`src/rtl/prime_test_scheduler.sv`:
```
// Round-robin front end sharing one trial-division prime-test engine among NUM_REQ requesters.
// The engine tests one divisor per cycle and returns each result tagged with the requester index.
module prime_test_scheduler #(
    parameter int NUM_REQ = 4,
    parameter int WIDTH   = 8,
    localparam int IDW    = $clog2(NUM_REQ)
) (
    input  logic                       clk,
    input  logic                       rst_n,
    input  logic [NUM_REQ-1:0]         req_valid,
    input  logic [NUM_REQ*WIDTH-1:0]   req_number,
    output logic [NUM_REQ-1:0]         req_ready,
    output logic                       rsp_valid,
    input  logic                       rsp_ready,
    output logic [IDW-1:0]             rsp_id,
    output logic [WIDTH-1:0]           rsp_number,
    output logic                       rsp_is_prime,
    output logic [15:0]                prime_count,
    output logic                       busy
);

    // state | meaning
    // IDLE  | waiting for any req_valid; round-robin grant from ptr+1
    // TEST  | one trial divisor per cycle until a decision is reached
    // RESP  | result held on rsp_* until rsp_ready handshake
    typedef enum logic [1:0] {IDLE, TEST, RESP} state_t;

    localparam int SQW = 2*WIDTH + 2;

    state_t             state;
    state_t             state_next;

    logic [IDW-1:0]     ptr;
    logic [IDW-1:0]     id;
    logic [WIDTH-1:0]   num;
    logic [WIDTH:0]     divisor;

    logic [NUM_REQ-1:0] grant;
    logic [IDW-1:0]     grant_id;
    logic [WIDTH-1:0]   grant_number;
    logic               grant_found;

    logic [SQW-1:0]     div_sq;
    logic [WIDTH:0]     remainder;
    logic               is_small;
    logic               sq_over;
    logic               divides;
    logic               decide;
    logic               result;
    logic               accept;
    logic               handshake;

    // Two passes: indices above ptr first, then wrap around to ptr itself.
    always_comb begin
        grant        = '0;
        grant_id     = '0;
        grant_number = '0;
        grant_found  = 1'b0;
        for (int i = 0; i < NUM_REQ; i++) begin
            if (!grant_found && req_valid[i] && (IDW'(i) > ptr)) begin
                grant_found  = 1'b1;
                grant[i]     = 1'b1;
                grant_id     = IDW'(i);
                grant_number = req_number[i*WIDTH +: WIDTH];
            end
        end
        for (int i = 0; i < NUM_REQ; i++) begin
            if (!grant_found && req_valid[i] && (IDW'(i) <= ptr)) begin
                grant_found  = 1'b1;
                grant[i]     = 1'b1;
                grant_id     = IDW'(i);
                grant_number = req_number[i*WIDTH +: WIDTH];
            end
        end
    end

    assign div_sq    = SQW'(divisor) * SQW'(divisor);
    assign remainder = {1'b0, num} % divisor;
    assign is_small  = (num < WIDTH'(2));
    assign sq_over   = (div_sq > SQW'(num));
    assign divides   = (remainder == '0);
    assign decide    = (state == TEST) && (is_small || sq_over || divides);
    assign result    = !is_small && sq_over;
    assign accept    = (state == IDLE) && grant_found;
    assign handshake = rsp_valid && rsp_ready;

    always_ff @(posedge clk or negedge rst_n) begin
        if (!rst_n) begin
            state <= IDLE;
        end else begin
            state <= state_next;
        end
    end

    always_comb begin
        state_next = state;
        unique case (state)
            IDLE:    if (grant_found) state_next = TEST;
            TEST:    if (decide)      state_next = RESP;
            RESP:    if (handshake)   state_next = IDLE;
            default:                  state_next = IDLE;
        endcase
    end

    // Grant strobe is masked while reset is asserted so all outputs read 0 in reset.
    always_comb begin
        req_ready = '0;
        busy      = (state != IDLE);
        if ((state == IDLE) && rst_n) begin
            req_ready = grant;
        end
    end

    always_ff @(posedge clk or negedge rst_n) begin
        if (!rst_n) begin
            ptr          <= IDW'(NUM_REQ - 1);
            id           <= '0;
            num          <= '0;
            divisor      <= (WIDTH+1)'(2);
            rsp_valid    <= 1'b0;
            rsp_id       <= '0;
            rsp_number   <= '0;
            rsp_is_prime <= 1'b0;
            prime_count  <= '0;
        end else begin
            if (accept) begin
                ptr     <= grant_id;
                id      <= grant_id;
                num     <= grant_number;
                divisor <= (WIDTH+1)'(2);
            end else if ((state == TEST) && !decide) begin
                divisor <= divisor + (WIDTH+1)'(1);
            end

            if (decide) begin
                rsp_valid    <= 1'b1;
                rsp_id       <= id;
                rsp_number   <= num;
                rsp_is_prime <= result;
            end else if (handshake) begin
                rsp_valid    <= 1'b0;
            end

            if (handshake && rsp_is_prime && (prime_count != 16'hFFFF)) begin
                prime_count <= prime_count + 16'd1;
            end
        end
    end

endmodule
```
`config.mk`:
```
export PLATFORM = sky130hd
export DESIGN_NAME = prime_test_scheduler
export DESIGN_NICKNAME = d
export VERILOG_FILES = /design/src/rtl/prime_test_scheduler.sv
export SDC_FILE = /design/constraint.sdc
export NUM_CORES = 1
export LEC_CHECK = 0
export CAP_MARGIN = 10
export CORE_UTILIZATION = 38
export CTS_BUF_LIST = sky130_fd_sc_hd__clkbuf_2 sky130_fd_sc_hd__clkbuf_4 sky130_fd_sc_hd__clkbuf_8
export DETAILED_ROUTE_END_ITERATION = 7
export GPL_TIMING_DRIVEN = 0
export PLACE_DENSITY = 0.63
export SLEW_MARGIN = 25
export SYNTH_ARGS = -nofsm -noshare
export SYNTH_HDL_FRONTEND = slang
export SYNTH_SLANG_ARGS = --single-unit
```
`constraint.sdc`:
```
create_clock -name clk -period 16.2 [get_ports clk]
set_input_delay 2.43 -clock clk [delete_from_list [all_inputs] [get_ports clk]]
set_output_delay 2.43 -clock clk [all_outputs]
set_load 0.02 [all_outputs]
```
# After elaboration in Yosys (flattened, before gate mapping)

Index checks and enable logic that the tools add are counted.

Flip-flop bits (word level): 51
Bits of input ports: 39
Output and inout port bits: 33
Logic and storage cells: 109

$add $sub $neg: 2
Multiply operators: 1
Div/mod/pow operators: 1
$lt $le $gt $ge: 10
Equality and inequality tests: 6
Multiplexer cells: 39
Reduce and logical (&&, ||, !) cells: 40

Operator list:

| kind                                                                            | number |
|---|---|
| 8-bit two-way mux                                                               | 8 |
| 1-bit logical AND                                                               | 23 |
| 18-bit by 8-bit greater-than comparator with 1-bit output                       | 1 |
| 9-bit by 9-bit multiplier with 18-bit output                                    | 1 |
| 1-bit two-way mux                                                               | 18 |
| 2-bit two-way mux                                                               | 9 |
| 9-bit two-way mux                                                               | 2 |
| 16-bit by 1-bit adder with 16-bit output (second input constant)                | 1 |
| 16-bit inequality test (second input constant)                                  | 1 |
| 9-bit by 1-bit adder with 9-bit output (second input constant)                  | 1 |
| 1-bit zero test                                                                 | 9 |
| 9-bit zero test                                                                 | 1 |
| 8-bit by 9-bit remainder unit with 9-bit output                                 | 1 |
| 8-bit by 2-bit < comparator with 1-bit output (second input constant)           | 1 |
| 2-bit inequality test (second input constant)                                   | 3 |
| 2-bit case mux with 3 select lines                                              | 1 |
| 2-bit nonzero test                                                              | 3 |
| 1-bit by 2-bit greater-than comparator with 1-bit output (first input constant) | 2 |
| 2-bit greater-than comparator (first input constant)                            | 2 |
| 1-bit by 2-bit <= comparator with 1-bit output (first input constant)           | 2 |
| 2-bit <= comparator (first input constant)                                      | 2 |
| 4-bit two-way mux                                                               | 1 |
| 3-bit AND reduction                                                             | 1 |
| 2-bit by 1-bit == test with 1-bit output (second input constant)                | 1 |
| 3 further kinds                                                                 | 4 |

# Longest topological paths before layout

Gate-level depths: netlist of run 1.

Depth in word-level cells: 33
Gate-level depth with buffers: 61
Mapped depth without buffers: 58

# Least setup slack after synthesis of run 1

No wires, ideal clock.

Path kind: register -> register
Start: reg divisor[1]
End: reg rsp_id[0]
Library setup time: 0.125 ns
Arrival: 12.635 ns
Data required time: 16.075 ns
Slack: 3.439 ns
Stages on the path, launching flop included: 55
Buffers on the path: 4
Period minus slack after synthesis: 12.761 ns
Cells stage by stage: dfstp_2 > clkinv_1 > ha_1 > nand2_1 > nor4_1 > ha_1 > a21oi_1 > o41ai_2 > and2_1 > ha_1 > o211ai_1 > and2_1 > or4_1 > nand2_1 > ha_1 > o21a_1 > o22ai_1 > or4_1 > [19 not listed] > clkbuf_1 > nand4_1 > o41ai_1 > or3_1 > buf_2 > mux2i_1 > ha_1 > nor2b_1 > o31a_1 > o221ai_1 > nand3_1 > a311oi_1 > nor4_1 > nor4b_4 > o211ai_1 > and2_4 > buf_12 > mux2_4

Word-level cells in the longest chain between the ends: 5
Elaborated cells on any way between the ends: 7
Classes of those cells: mul (1); div (1); order compare (1); reduce/logical (4)

Ends and longest elaborated chain:

| item                                                                                    | line | source |
|---|---|---|
| from (decl)                                                                             | 36   | `logic [WIDTH:0] divisor;` |
| from (signal assigned)                                                                  | 119  | `divisor <= (WIDTH+1)'(2);` |
| from (signal assigned)                                                                  | 130  | `divisor <= (WIDTH+1)'(2);` |
| from (signal assigned)                                                                  | 132  | `divisor <= divisor + (WIDTH+1)'(1);` |
| branches (longest 3 deep; another with 8-bit by 9-bit remainder unit with 9-bit output) | --   |  |
| 1-bit logical OR (*)                                                                    | 82   | `assign decide = (state == TEST) && (is_small \|\| sq_over \|\| divides);` |
| 1-bit logical AND (*)                                                                   | 82   |  |
| to (signal assigned)                                                                    | 137  | `rsp_id <= id;` |
| to (decl)                                                                               | 15   | `output logic [IDW-1:0] rsp_id,` |

Every way passes the cells marked *.
A chain may end at the register's enable or synchronous reset.

# Worst setup path after layout of run 1

Start: reg divisor[0]
End: reg divisor[7]

Word-level cells in the longest chain between the ends: 8
Elaborated cells on any way between the ends: 13
Classes of those cells: add/sub (1); mul (1); div (1); order compare (1); mux (2); reduce/logical (7)

Ends and longest elaborated chain:

| item |
|---|
| branches (longest 8 deep; another with 8-bit by 9-bit remainder unit with 9-bit output) |

Several ways; the timed one is not identified. The select of a mux whose other input is x is not followed.

==> impl_metrics.env, run 1 <==
export IMPL_wire_per_inst_microns=16.3
export IMPL_fin_tns_setup_ns=0
export IMPL_die_area_sq_um=19200
export IMPL_arrival_ns=15.19
export IMPL_htree_num_levels=2
export IMPL_min_delay_path_class="flop to flop"
export IMPL_fmax_ghz=0.0668
export IMPL_grt_max_degree=53
export IMPL_hold_buffers=0
export IMPL_clock_path_buffers=2
export IMPL_avgViaCountPerCell=5.53
export IMPL_cpMaxStageDelayCell="dfrtp_1"
export IMPL_slowest_delay_ns=0.58
export IMPL_synth_ff_type="dfrtp_1"
export IMPL_async_flop_share_pct=100
export IMPL_io_pins=72
export IMPL_status="complete, no violations"
export IMPL_yosys_warnings=0
export IMPL_drive_gt1_share_pct=7.64
export IMPL_rsz0062_at_grt="no"
export IMPL_register_area_sq_um=1280
export IMPL_drv_cap=0
export IMPL_crit_path_end_kind="flop"
export IMPL_drv_slew=0
export IMPL_drc=0
export IMPL_synth_nets=988
export IMPL_firstDrtPassIters=4
export IMPL_crit_type="flop to flop"
export IMPL_place_congestion=0.860
export IMPL_antennaDiodeCount=0
export IMPL_numCtsBuffers=5
export IMPL_core_area_sq_um=18100
export IMPL_cts_root_buf="clkbuf_8"
export IMPL_synth_cells=825
export IMPL_ant_nets=0
export IMPL_ys_types=89
export IMPL_setup_viol=0
export IMPL_finalWirelength_microns=18400
export IMPL_insertion_delay_ns=0.31
export IMPL_grt_pass1_wl_microns=30600
export IMPL_rr_worst_depth=54
export IMPL_drtIter0Drc=335
export IMPL_worstPathRequired_ns=16.43
export IMPL_synth_seq_area_share_pct=18.1
export IMPL_grt_ovfl_total=0
export IMPL_dp_hpwl_microns=14200
export IMPL_cts_tree="done"
export IMPL_synth_seq_cells=51
export IMPL_maxSlewHeadroom_pct=51.9
export IMPL_fill_cells=1742
export IMPL_path_max_fanout=18
export IMPL_hold_depth=1
export IMPL_track_usage_pct=19.5
export IMPL_tightest_slew_ns=0.712
export IMPL_finalHoldViolCount=0
export IMPL_synth_edf_count=0
export IMPL_fin_crit_sh_pct=92.4
export IMPL_start_util_pct=39.1
export IMPL_grt_pass1_vias=6015
export IMPL_area_delta_synth_final_pct=15.9
export IMPL_antenna_found_initial=0
export IMPL_crit_top_cell="ha_1"
export IMPL_placementRows=49
export IMPL_min_period_ns=14.96
export IMPL_startpoint_type="flop"
export IMPL_via_count=6265
export IMPL_port_buffers=71
export IMPL_syn_area_sq_um=7070
export IMPL_finalNetCount=1066
export IMPL_clk_pin_slew_ns=0.10
export IMPL_cts_sinks=51
export IMPL_multi_input_area_sq_um=5380
export IMPL_fp_dieW_microns=138
export IMPL_die_height_microns=138
export IMPL_postSynthAreaPerCell_sq_um=8.57
export IMPL_fin_skew_ns=0.00656
-- stage by stage --
stage	hold WS (ns)	utilization [%]	cells	instance area (sq um)	setup slack, ns
floorplan	0.442	-	825	7070	3.44
global placement	0.466	44.6	1125	8070	0.908
detailed placement	0.478	44.6	1125	8070	0.844
CTS	0.498	45.2	1132	8170	0.799
global route	0.515	45.3	1132	8200	0.0857
finish	0.491	45.3	1132	8200	1.24
-- logic make-up (layout without fill, tap and decap cells) --
| kind of cell | count (synthesis) | after routing | synth area share, % |
|---|---|---|---|
| AO/OA/AOI/OAI | 200 | 200 | 20.1 |
| XOR/XNOR | 48 | 48 | 5.94 |
| adder cells (fa/ha/maj) | 124 | 124 | 25.8 |
| buffers and inverters | 103 | 181 | 6.07 |
| flip-flops | 51 | 51 | 18.1 |
| multiplexers | 27 | 27 | 4.65 |
| AND/OR/NAND/NOR | 272 | 272 | 19.4 |
-- final cells by class --
type | count | area share, %
Sequential cell | 51 | 15.6
Inverter | 80 | 3.76
Multi-Input combinational cell | 671 | 65.6
Clock buffer | 6 | 0.931
Timing Repair Buffer | 71 | 8.64
Clock inverter | 1 | 0.366
Tap cell | 229 | 3.50
Buffer | 23 | 1.59
-- synth_stat cells, types with 4 or more instances --
cell type	n	area share [%]
and2_1	9	0.80
nand2b_1	7	0.62
mux2_4	8	1.7
o31ai_1	4	0.42
nand4_1	9	0.80
clkbuf_1	16	0.85
mux2_2	9	1.4
xor2_1	17	2.1
mux2i_1	6	0.85
nor4_1	5	0.44
nor2_1	84	4.5
a21oi_1	44	3.1
nand3_1	17	1.2
inv_2	4	0.21
o211ai_1	8	0.85
a222oi_1	8	1.1
nand2_1	64	3.4
and3_1	13	1.1
o21ai_0	32	2.3
xnor2_1	31	3.8
o21a_1	13	1.4
nand3b_1	4	0.42
or3_1	9	0.80
nor3_1	15	1.1
a21o_1	17	1.8
nor2b_1	13	1.1
dfrtp_1	48	17
inv_1	73	3.9
fa_1	36	10
ha_1	88	16
a31oi_1	13	1.1
a211oi_1	10	1.1
-- registers in the layout, summed over array words and instances (netlist names) --
register / flops
divisor: 9
ptr: 2
prime_count: 16
rsp_number: 8
num: 8
id: 2
rsp_is_prime: 1
rsp_id: 2
state: 2
rsp_valid: 1
-- critical path: cells and delay by family (launching register included) --
family | cells | cell delay (ns)
DFF | 1 | 0.58
AOI/OAI and AO/OA | 19 | 5.07
and+or+nand+nor | 15 | 2.78
buffers and inverters | 6 | 1.71
adders and majority gates | 9 | 2.85
muxes | 5 | 1.86
-- cells in the final DEF (no fill, tap or decap), drive strengths merged, types with 8 or more instances in the layout --
| cell | n |
|---|---|
| nor2b | 13 |
| xor2 | 17 |
| fa | 36 |
| inv | 77 |
| o21ai | 36 |
| a21oi | 45 |
| or3 | 9 |
| nand3 | 17 |
| dfrtp | 48 |
| ha | 88 |
| and2 | 10 |
| o21a | 13 |
| nor3 | 15 |
| nor2 | 86 |
| o211ai | 9 |
| nand2 | 64 |
| clkbuf | 22 |
| a21o | 17 |
| a31oi | 14 |
| a211oi | 10 |
| mux2 | 20 |
| buf | 8 |
| and3 | 14 |
| xnor2 | 31 |
| a222oi | 8 |
| nand4 | 9 |
| clkdlybuf4s50 | 70 |
-- final timing paths --
| path | from | to | slack [ns] |
|---|---|---|---|
| min in group asynchronous | rst_n | prime_count[0] | 2.15 |
| max | divisor[0] | divisor[7] | 1.24 |
| max in group asynchronous | rst_n | rsp_number[5] | 13.61 |
| min | prime_count[11] | prime_count[11] | 0.49 |
| max reg2reg | divisor[0] | divisor[7] | 1.24 |
| min reg2reg | prime_count[11] | prime_count[11] | 0.49 |
-- per-layer routing --
layer  vias to the layer above  global-route usage, %  part of all wire [%]
met5                         -                      0                     0
met3                        10                   3.12                   6.0
li1                       3126                      -                     -
met2                       150                   32.6                    45
met1                      2979                   27.0                    48
met4                         0                   3.19                  0.80
-- repair_timing --
action	in CTS	in global routing
resized for setup	0	4
setup endpoints to repair	0	23
buffers inserted	0	0
Power of run 1 is left out: the tool's default activity adds up to more than one toggle a clock period on the data nets, which glitch-free logic cannot reach.
==> run 2: changes to the inputs <==
Settings changed: CORE_UTILIZATION 38 to 50, CTS_CLUSTER_SIZE from default to 12, PLACE_DENSITY 0.63 to 0.78.
Clock period 16.2 ns to 15.2 ns, I/O delays scaled along.
==> run 2 against run 1 <==
Against the previous run: cell area fell by 0.21%; setup slack worse by 0.26 ns; utilization rose by 14 points; routed wire length fell by 4.5%; clock-buffer cell count did not move; die area down 24%; flip-flop and latch count unchanged; non-clock buffer count increased by 5; via count increased by 2.6%; worst hold slack better by 0.00058 ns; final cell count is 3.8% lower; largest cell class unchanged.
==> impl_metrics.env, run 2 (synthesized netlist as in run 1, its figures left out) <==
export IMPL_cts_sinks=51
export IMPL_fmax_ghz=0.0703
export IMPL_fin_crit_sh_pct=93.6
export IMPL_finalNetCount=1071
export IMPL_crit_type="flop to flop"
export IMPL_tightest_slew_ns=1.04
export IMPL_htree_num_levels=2
export IMPL_status="complete, no violations"
export IMPL_fill_cells=1224
export IMPL_final_cell_mix="88 x ha_1, 84 x nor2_1, 73 x inv_1"
export IMPL_startpoint_type="flop"
export IMPL_finish_instance_area_sq_um=8180
export IMPL_place_area_sq_um=8010
export IMPL_antennaDiodeCount=0
export IMPL_crit_path_end_kind="flop"
export IMPL_drv_cap=0
export IMPL_slowest_delay_ns=0.74
export IMPL_antenna_found_initial=0
export IMPL_fp_dieW_microns=121
export IMPL_fin_skew_ns=0.0130
export IMPL_core_area_sq_um=13800
export IMPL_min_delay_path_class="flop to flop"
export IMPL_arrival_ns=14.42
export IMPL_setup_viol=0
export IMPL_port_buffers=71
export IMPL_wire_per_inst_microns=16.1
export IMPL_cts_tree="done"
export IMPL_grt_max_degree=53
export IMPL_clk_pin_slew_ns=0.10
export IMPL_io_pins=72
export IMPL_drtIter0Drc=510
export IMPL_firstDrtPassIters=6
export IMPL_ant_nets=0
export IMPL_path_max_fanout=10
export IMPL_die_height_microns=121
export IMPL_cpMaxStageDelayCell="nor4_1"
export IMPL_drv_slew=0
export IMPL_maxSlewHeadroom_pct=30.6
export IMPL_start_util_pct=51.2
export IMPL_grt_ovfl_total=0
export IMPL_area_delta_synth_final_pct=15.6
export IMPL_grt_pass1_vias=6058
export IMPL_insertion_delay_ns=0.31
export IMPL_crit_top_cell="ha_1"
export IMPL_min_period_ns=14.22
export IMPL_layout_commonest_cell="ha_1"
export IMPL_placementRows=43
export IMPL_biggestRegsByFlops="prime_count (16), divisor (9)"
export IMPL_via_count=6430
export IMPL_hold_worst_slack_ns=0.492
export IMPL_clock_path_buffers=2
export IMPL_fin_tns_setup_ns=0
export IMPL_place_congestion=0.883
export IMPL_drive_gt1_share_pct=8.47
export IMPL_largest_reg_flops=16
export IMPL_worstPathRequired_ns=15.39
export IMPL_drc=0
export IMPL_dp_hpwl_microns=13600
export IMPL_track_usage_pct=24.6
export IMPL_hold_buffers=0
export IMPL_avgViaCountPerCell=5.90
export IMPL_numCtsBuffers=5
export IMPL_finalHoldViolCount=0
export IMPL_die_area_sq_um=14600
export IMPL_rsz0062_at_grt="no"
export IMPL_grt_pass1_wl_microns=29200
export IMPL_max_flop_register="prime_count"
export IMPL_finalWirelength_microns=17600
export IMPL_cts_root_buf="clkbuf_8"
-- run 2: per-layer routing --
metal  GRT usage (%)  share of wire, %  vias to the layer above
met2            41.0                47                      200
met4            6.25               1.6                        0
met3            3.67               5.7                       30
met1            33.5                46                     3075
li1                -                 -                     3125
met5               0                 0                        -
-- run 2: cell type report --
class	instances	area, sq um	share of cell area [%]
Buffer	23	130	1.59
Clock buffer	6	82.6	1.01
Clock inverter	2	13.8	0.168
Inverter	80	308	3.76
Multi-Input combinational cell	671	5390	65.9
Sequential cell	51	1280	15.6
Tap cell	180	225	2.75
Timing Repair Buffer	76	746	9.12
-- run 2: worst max-delay path: cells and delay by family, from the launching register on --
| family | cells | cell delay [ns] |
|---|---|---|
| AO/OA/AOI/OAI | 18 | 4.48 |
| XOR/XNOR | 1 | 0.15 |
| AND/OR/NAND/NOR | 14 | 2.86 |
| buffers and inverters | 7 | 1.31 |
| multiplexers | 6 | 2.13 |
| adder cells (fa/ha/maj) | 9 | 2.58 |
| flip-flops | 1 | 0.57 |
-- run 2: stage by stage --
stage | cells | setup slack, ns | utilization (%)
3_5_place_dp | 1076 | 0.126 | 57.9
4_1_cts | 1084 | 0.0763 | 58.6
5_1_grt | 1089 | 0.00610 | 59.2
2_1_floorplan | 825 | 2.44 | -
6_report | 1089 | 0.976 | 59.2
3_3_place_gp | 1076 | 0.328 | 57.9
-- run 2: what timing repair did --
action,CTS,global route
resized for setup,0,9
endpoints found under the setup margin,0,23
buffers inserted,0,5
-- run 2: worst paths after layout --
kind	from	endpoint	cells after the start	slack, ns
worst max-delay path	divisor[0]	rsp_number[0]	55	0.98
min in group asynchronous	rst_n	prime_count[13]	1	1.99
worst min register to register	rsp_number[1]	rsp_number[1]	1	0.49
worst max register to register	divisor[0]	rsp_number[0]	55	0.98
worst min-delay path	rsp_number[1]	rsp_number[1]	1	0.49
max in group asynchronous	rst_n	divisor[3]	1	12.78
Power of run 2 is left out for the same reason.
==> run 3: changes to the inputs <==
Settings changed: ABC_AREA from default to 1, PLACE_DENSITY 0.78 to 0.77.
==> run 3 against run 2 <==
Against the previous run: fmax is 17% higher; setup slack better by 2.1 ns; worst hold slack better by 0.0037 ns; critical path type unchanged.
==> impl_metrics.env, run 3 <==
export IMPL_worstPathRequired_ns=15.41
export IMPL_path_max_fanout=10
export IMPL_setup_viol=0
export IMPL_ys_types=50
export IMPL_synth_seq_area_share_pct=17.2
export IMPL_dp_hpwl_microns=14600
export IMPL_area_delta_synth_final_pct=13.7
export IMPL_drv_cap=0
export IMPL_place_congestion=0.883
export IMPL_crit_buf_inv=13
export IMPL_crit_end="rsp_number[5]"
export IMPL_via_count=6857
export IMPL_finish_instance_area_sq_um=8460
export IMPL_port_buffers=70
export IMPL_track_usage_pct=25.5
export IMPL_synth_ff_type="dfrtp_1"
export IMPL_grt_ovfl_total=0
export IMPL_grt_pass1_vias=6712
export IMPL_finalWirelength_microns=18000
export IMPL_fin_skew_ns=0.00904
export IMPL_postSynthAreaPerCell_sq_um=7.16
export IMPL_drc=0
export IMPL_cts_tree="done"
export IMPL_place_inst=1293
export IMPL_io_pins=72
export IMPL_fp_dieW_microns=124
export IMPL_layout_commonest_cell="nand2_1"
export IMPL_arrival_ns=12.32
export IMPL_grt_max_degree=53
export IMPL_die_area_sq_um=15400
export IMPL_crit_type="flop to flop"
export IMPL_layoutNonFillerInstCount=1301
export IMPL_synth_top_area_share_pct=16.2
export IMPL_max_flop_register="prime_count"
export IMPL_largest_reg_flops=16
export IMPL_core_area_sq_um=14500
export IMPL_yosys_top_cells_count="245 x nand2_1, 170 x inv_1, 88 x ha_1"
export IMPL_yosys_warnings=0
export IMPL_fin_crit_sh_pct=79.7
export IMPL_drive_gt1_share_pct=8.86
export IMPL_post_cts_resize_count=0
export IMPL_timing_rr_end="rsp_number[5]"
export IMPL_place_area_sq_um=8360
export IMPL_startpoint_type="flop"
export IMPL_antennaDiodeCount=0
export IMPL_cts_setup_buffers=0
export IMPL_cp_num_cells=79
export IMPL_min_period_ns=12.11
export IMPL_avgViaCountPerCell=5.27
export IMPL_netlist_top_cells_area="dfrtp_1 16%, ha_1 15%, nand2_1 12%, fa_1 9.7%, inv_1 8.6%"
export IMPL_synth_cells=1039
export IMPL_r2r_slack_ns=3.09
export IMPL_critPathLaunch="divisor[1]"
export IMPL_grt_pass1_wl_microns=31200
export IMPL_timing_rr_start="divisor[1]"
export IMPL_start_util_pct=51.2
export IMPL_rsz0062_at_grt="no"
export IMPL_critPathTopFamily="simple AND/OR/NAND/NOR gates"
export IMPL_cts_root_buf="clkbuf_8"
export IMPL_clock_path_buffers=2
export IMPL_yosysTopAreaCell="dfrtp_1"
export IMPL_cts_sinks=51
export IMPL_yosysMostFrequentCell="nand2_1"
export IMPL_wire_per_inst_microns=13.8
export IMPL_placementRows=44
export IMPL_die_height_microns=124
export IMPL_drv_slew=0
export IMPL_maxSlewHeadroom_pct=51.6
export IMPL_numCtsBuffers=5
export IMPL_finalHoldViolCount=0
export IMPL_rr_worst_depth=79
export IMPL_htree_num_levels=2
export IMPL_hold_buffers=0
export IMPL_async_flop_share_pct=100
export IMPL_min_delay_path_class="flop to flop"
export IMPL_fin_tns_setup_ns=0
export IMPL_status="complete, no violations"
export IMPL_ant_nets=0
export IMPL_clk_pin_slew_ns=0.10
export IMPL_firstDrtPassIters=5
export IMPL_slowest_delay_ns=0.57
export IMPL_finalNetCount=1279
export IMPL_drtIter0Drc=458
export IMPL_synth_seq_cells=51
export IMPL_synth_nets=1202
export IMPL_biggestRegsByFlops="prime_count (16), divisor (9)"
export IMPL_crit_path_end_kind="flop"
export IMPL_insertion_delay_ns=0.31
export IMPL_fmax_ghz=0.0826
export IMPL_syn_area_sq_um=7430
export IMPL_synth_edf_count=0
export IMPL_final_cell_mix="245 x nand2_1, 170 x inv_1, 88 x ha_1"
export IMPL_antenna_found_initial=0
export IMPL_tightest_slew_ns=0.717
export IMPL_cpMaxStageDelayCell="dfstp_2"
export IMPL_crit_top_cell="nand2_1"
## run 3: cell count changes after synthesis, sizes merged, moves of 9 or more
cell	before	now
and3	14	0
nand3	17	67
nor2b	13	0
o21ai	36	50
mux2	20	0
nand2	64	267
o21a	13	3
a211oi	10	0
xnor2	31	16
nor2	86	77
xor2	17	35
inv	77	181
or3	9	0
a21o	17	3
## run 3: how the worst min path moves through the flow
stage                  start       endpoint  slack, ns  depth (start not counted)
2_1_floorplan         ptr[0]         ptr[0]       0.47                          2
3_3_place_gp       rsp_id[1]      rsp_id[1]       0.47                          2
3_5_place_dp   rsp_number[1]  rsp_number[1]       0.47                          2
4_1_cts        rsp_number[2]  rsp_number[2]       0.50                          2
5_1_grt        rsp_number[2]  rsp_number[2]       0.53                          2
6_report       rsp_number[1]  rsp_number[1]       0.50                          2
## run 3: per-stage QoR
stage,utilization [%],hold WS (ns),setup slack (ns)
floorplan,-,0.474,4.94
global placement,57.6,0.467,3.40
detailed placement,57.5,0.474,3.26
CTS,58.2,0.501,3.21
global route,58.2,0.529,1.70
finish,58.2,0.495,3.09
## run 3: kinds of logic (layout without fill, tap and decap cells)
logic type	Yosys count	count (layout)	share of synthesized area, %
compound gates	139	139	11.8
simple gates	471	471	29.7
buf+inv	203	281	10.8
fa+ha+maj	124	124	24.5
xor+xnor	51	51	6.01
flops	51	51	17.2
## run 3: per-layer routing
layer	global-route usage [%]	routed length, microns
met5	0	0
met4	6.77	433
met3	3.07	774
met2	43.0	8370
met1	34.3	8410
## run 3: layout make-up
class / count / area (sq um)
sequential: 51 / 1280
inverter: 181 / 679
fill: 1354 / 6080
clock buffer: 6 / 76.3
buffer: 22 / 125
clock inverter: 2 / 16.3
tap: 184 / 230
multi-input combinational: 785 / 5350
timing repair buffer: 70 / 698
## run 3: tightest hold or removal path, stage by stage (launching register included)
cell and delay, ns:
dfrtp_1 0.35, nand2_1 0.06, o21ai_2 0.05
Power of run 3 is left out for the same reason.
